**src/rtl/mips_multicycle_control.sv**
```systemverilog
// Multicycle MIPS control unit: Moore FSM sequencing fetch, decode and the
// per-class execute steps; datapath controls decode from the registered state.
`timescale 1ns/1ps
module mips_multicycle_control #(
    parameter logic [5:0] OP_RTYPE = 6'h00,
    parameter logic [5:0] OP_LW    = 6'h23,
    parameter logic [5:0] OP_SW    = 6'h2B,
    parameter logic [5:0] OP_BEQ   = 6'h04,
    parameter logic [5:0] OP_J     = 6'h02
) (
    input  logic       clk,
    input  logic       rst_n,
    input  logic [5:0] opcode,
    input  logic       mem_ready,
    output logic       PCWrite,
    output logic       PCWriteCond,
    output logic       IorD,
    output logic       MemRead,
    output logic       MemWrite,
    output logic       MemtoReg,
    output logic       IRWrite,
    output logic       ALUSrcA,
    output logic       RegWrite,
    output logic       RegDst,
    output logic [1:0] ALUOp,
    output logic [1:0] ALUSrcB,
    output logic [1:0] PCSource,
    output logic [3:0] state,
    output logic       instr_done,
    output logic       illegal_op
);

    typedef enum logic [3:0] {
        S_RST    = 4'd0,
        S_FETCH  = 4'd1,
        S_DECODE = 4'd2,
        S_MEMADR = 4'd3,
        S_MEMRD  = 4'd4,
        S_MEMWB  = 4'd5,
        S_MEMWR  = 4'd6,
        S_EXEC   = 4'd7,
        S_RWB    = 4'd8,
        S_BRANCH = 4'd9,
        S_JUMP   = 4'd10
    } state_e;

    state_e state_q;
    state_e state_d;

    assign state = state_q;

    // State register; reset parks the FSM in RST so every decoded output drops at once.
    always_ff @(posedge clk or negedge rst_n) begin
        if (!rst_n) begin
            state_q <= S_RST;
        end else begin
            state_q <= state_d;
        end
    end

    // Next-state and output decode from the current state (mem_ready only qualifies waits).
    always_comb begin
        state_d     = state_q;
        PCWrite     = 1'b0;
        PCWriteCond = 1'b0;
        IorD        = 1'b0;
        MemRead     = 1'b0;
        MemWrite    = 1'b0;
        MemtoReg    = 1'b0;
        IRWrite     = 1'b0;
        ALUSrcA     = 1'b0;
        RegWrite    = 1'b0;
        RegDst      = 1'b0;
        ALUOp       = 2'b00;
        ALUSrcB     = 2'b00;
        PCSource    = 2'b00;
        instr_done  = 1'b0;
        illegal_op  = 1'b0;
        case (state_q)
            S_RST: begin
                state_d = S_FETCH;
            end
            S_FETCH: begin
                MemRead = 1'b1;
                ALUSrcB = 2'b01;
                IRWrite = mem_ready;
                PCWrite = mem_ready;
                if (mem_ready) begin
                    state_d = S_DECODE;
                end else begin
                    state_d = S_FETCH;
                end
            end
            S_DECODE: begin
                ALUSrcB = 2'b11;
                if ((opcode == OP_LW) || (opcode == OP_SW)) begin
                    state_d = S_MEMADR;
                end else if (opcode == OP_RTYPE) begin
                    state_d = S_EXEC;
                end else if (opcode == OP_BEQ) begin
                    state_d = S_BRANCH;
                end else if (opcode == OP_J) begin
                    state_d = S_JUMP;
                end else begin
                    state_d    = S_FETCH;
                    illegal_op = 1'b1;
                end
            end
            S_MEMADR: begin
                ALUSrcA = 1'b1;
                ALUSrcB = 2'b10;
                if (opcode == OP_LW) begin
                    state_d = S_MEMRD;
                end else begin
                    state_d = S_MEMWR;
                end
            end
            S_MEMRD: begin
                MemRead = 1'b1;
                IorD    = 1'b1;
                if (mem_ready) begin
                    state_d = S_MEMWB;
                end else begin
                    state_d = S_MEMRD;
                end
            end
            S_MEMWB: begin
                RegWrite   = 1'b1;
                MemtoReg   = 1'b1;
                instr_done = 1'b1;
                state_d    = S_FETCH;
            end
            S_MEMWR: begin
                MemWrite   = 1'b1;
                IorD       = 1'b1;
                instr_done = mem_ready;
                if (mem_ready) begin
                    state_d = S_FETCH;
                end else begin
                    state_d = S_MEMWR;
                end
            end
            S_EXEC: begin
                ALUSrcA = 1'b1;
                ALUOp   = 2'b10;
                state_d = S_RWB;
            end
            S_RWB: begin
                RegWrite   = 1'b1;
                RegDst     = 1'b1;
                instr_done = 1'b1;
                state_d    = S_FETCH;
            end
            S_BRANCH: begin
                ALUSrcA     = 1'b1;
                ALUOp       = 2'b01;
                PCWriteCond = 1'b1;
                PCSource    = 2'b01;
                instr_done  = 1'b1;
                state_d     = S_FETCH;
            end
            S_JUMP: begin
                PCWrite    = 1'b1;
                PCSource   = 2'b10;
                instr_done = 1'b1;
                state_d    = S_FETCH;
            end
            default: begin
                state_d = S_FETCH;
            end
        endcase
    end

endmodule
```
**config.mk**
```make
export PLATFORM = sky130hd
export DESIGN_NAME = mips_multicycle_control
export DESIGN_NICKNAME = d
export VERILOG_FILES = /design/src/rtl/mips_multicycle_control.sv
export SDC_FILE = /design/constraint.sdc
export NUM_CORES = 1
export LEC_CHECK = 0
export BUFFER_PORTS_ARGS = -buffer_cell sky130_fd_sc_hd__buf_4
export CORE_MARGIN = 2
export CORE_UTILIZATION = 40
export DETAILED_ROUTE_END_ITERATION = 16
export PLACE_DENSITY_LB_ADDON = 0.08
export SETUP_SLACK_MARGIN = 0.05
export SLEW_MARGIN = 10
export SYNTH_ARGS = -nofsm -noshare
export SYNTH_HDL_FRONTEND = slang
export SYNTH_SLANG_ARGS = --single-unit
```
**constraint.sdc**
```tcl
create_clock -name clk -period 3.1 [get_ports clk]
set_input_delay 0 -clock clk [delete_from_list [all_inputs] [get_ports clk]]
set_output_delay 0 -clock clk [all_outputs]
set_load 0.01 [all_outputs]
```
==> impl_metrics.tcl <==
set metrics [dict create \
    status "completed" \
    area_delta_synth_final_pct 41.3 \
    vias 585 \
    r2r_setup_slack_ps 1720 \
    via_per_inst 5.27 \
    max_freq_mhz 616 \
    crit_type "reg -> out" \
    antennaDiodeCount 0 \
    gr-total-overflow 0 \
    cp_max_fo 12 \
    core_um2 1280 \
    rows 13 \
    start_kind "flop" \
    rsz0062_at_grt "no" \
    slew_headroom_pct 63.9 \
    synth_area_um2 548 \
    hpwl_um 993 \
    io_pins 31 \
    end_kind "output port" \
    power.total_mw 0.587 \
    dieWidth_um 41.0 \
    skew_ps 3.55 \
    crit_arrival_ps 1620 \
    clock-root-buffer "clkbuf_4" \
    leakage_nw 0.368 \
    fp.dieArea_um2 1680 \
    wl_per_cell_um 11.9 \
    drt-pass1-iter-count 4 \
    grt_pass1_wl_um 1840 \
    peakVddDrop_mv 0.358 \
    synth_nets 76 \
    drive_above_1_share_pct 44.8 \
    grt_pass1_vias 417 \
    worstMarginPinSlew_ps 541 \
    cts_tree "done" \
    post-cts-setup-buffers 0 \
    fin_setup_tns_ps 0 \
    hold_class "in -> reg" \
    drt-total-wl_um 1320 \
    fin_util_pct 60.3 \
    drtIter0Drc 24 \
    cts_made_buffers 3 \
    post-place-ws_ps 1690 \
    synth_seq_cells 4 \
    yosysWarnings 0 \
    holdPathEnd "state[3]" \
    timing.rr.end "state[3]" \
    insertion_delay_ps 240 \
    critical_path_required_ps 3100 \
    min-delay-start "opcode[4]" \
    cts.path.max_buffers 2 \
    largest_reg_flops 4 \
    die_y_um 41.0 \
    place.gp.congestion 0.819 \
    start_util_pct 42.6 \
    drc 0 \
    port_buffers 30 \
    ys_seq_area_share_pct 18.3 \
    ant_nets 0 \
    hold_depth 2 \
    final_max_slew_viol_count 0 \
    reg2reg_depth 3 \
    setup_viol 0 \
    hold_viol_final 0 \
    n_fill_cell 126 \
    final_nets 107 \
    ys_types 36 \
    grt_max_degree 16 \
    synthCells 67 \
    grt_usage_pct 16.4 \
    regToRegStartpoint "state[3]" \
    avgSynthCellArea_um2 8.18 \
    maxCapViolCount 0 \
    antenna_found_initial 0 \
    htree_num_levels 1 \
    min_period_ps 1620 \
    fin_crit_sh_pct 52.4 \
    cts.sinks 4 \
    fin_ws_ps 1480 \
    powerDensity_nw_per_um2 757 \
    path_clk_slew_ps 30 \
]
==> Yosys cell counts <==
master     n  area [µm²]
or2_1      2        12.5
nor2_8     1        20.0
o22a_1     1        8.76
a22o_1     1        8.76
a31oi_1    1        6.26
inv_1      2        7.51
xor2_1     1        8.76
o2bb2ai_1  2        17.5
a21boi_0   1        7.51
and2_2     1        7.51
mux2_2     1        11.3
xnor2_1    1        8.76
and4_2     1        10.0
o32ai_1    2        17.5
o311ai_1   1        8.76
nand2_1    5        18.8
buf_6      4        45.0
nand2b_4   1        13.8
a21oi_1    2        10.0
nor3_1     3        15.0
nor3_2     1        10.0
and2_1     1        6.26
nand2b_2   1        8.76
buf_4      2        15.0
nand3b_1   1        7.51
dfrtp_1    4         100
o21ba_2    1        10.0
and2b_2    1        8.76
nor4b_1    1        8.76
nand2b_1   3        18.8
nor2_1     8        30.0
inv_2      1        3.75
o21bai_1   1        7.51
nor2b_1    2        12.5
a2bb2oi_1  3        26.3
nand3_1    2        10.0
==> cells by family after synthesis <==
logic type                share of synthesized area [%]
AOI/OAI and AO/OA                                  23.5
xor gates and xnor gates                           3.20
buffers and inverters                              13.0
DFF                                                18.3
muxes                                              2.05
and+or+nand+nor                                    40.0
==> power breakdown <==
part / internal (mW) / switching, mW
clock: 0.0433 / 0.0215
combinational: 0.211 / 0.170
sequential: 0.0697 / 0.0711
total: 0.324 / 0.262
==> critical path: stages, from the launching register on <==
cell      delay [ps]
dfrtp_1          560
nand2b_2         330
or2_1            240
a21oi_1          120
buf_4            140
==> final cells by class <==
class                   instances  area (µm²)  area share (%)
multi-input cells              54         377            48.6
flip-flops and latches          4         100            12.9
repair buffers                 32         245            31.7
well taps                      15        18.8            2.42
clock buffers                   3        22.5            2.91
inverters                       3        11.3            1.45
==> layer usage <==
| layer | wire, µm | vias to the layer above | GRT usage [%] |
|---|---|---|---|
| li1 | - | 296 | - |
| met1 | 567 | 261 | 21.3 |
| met2 | 647 | 26 | 28.1 |
| met3 | 94 | 2 | 0 |
| met4 | 12 | 0 | 7.50 |
| met5 | 0 | - | 0 |
==> per-stage QoR <==
step,std cells,hold slack (ps),area (µm²)
floorplan,67,-296,548
global placement,106,-204,732
detailed placement,106,-204,732
CTS,111,24.6,774
global route,111,27.0,774
finish,111,17.4,774
==> cell usage in the layout (no fill, tap or decap) <==
cell,netlist,routed
buf_4,2,30
nor2_1,8,8
nand2_1,5,5
dfrtp_1,4,4
nand2b_1,3,3
nor3_1,3,3
a2bb2oi_1,3,3
clkbuf_4,0,3
nand3_1,2,2
o32ai_1,2,2
inv_1,2,2
a21oi_1,2,2
nor2b_1,2,2
o2bb2ai_1,2,2
or2_1,2,2
dlygate4sd3_1,0,2
nand2b_2,1,1
nand2b_4,1,1
inv_2,1,1
a22o_1,1,1
a31oi_1,1,1
nor2_8,1,1
nor3_2,1,1
xor2_1,1,1
nand3b_1,1,1
and2_2,1,1
and2_1,1,1
o311ai_1,1,1
nor4b_1,1,1
o21bai_1,1,1
o22a_1,1,1
and4_2,1,1
xnor2_1,1,1
mux2_2,1,1
a21boi_0,1,1
o21ba_2,1,1
and2b_2,1,1
==> how the worst max path moves through the flow <==
stage,start,depth (start not counted),endpoint
after CTS,state[3],4,RegWrite
after global routing,state[3],4,RegWrite
after detailed placement,state[3],3,state[3]
after global placement,state[3],3,state[3]
after floorplan,state[0],4,PCWrite
final,state[3],4,RegWrite
==> what timing repair did <==
item,in CTS,in global routing
hold endpoints to repair,5,0
resized for setup,0,0
hold buffers,2,0
No activity file was read; power rests on OpenSTA's default activity.
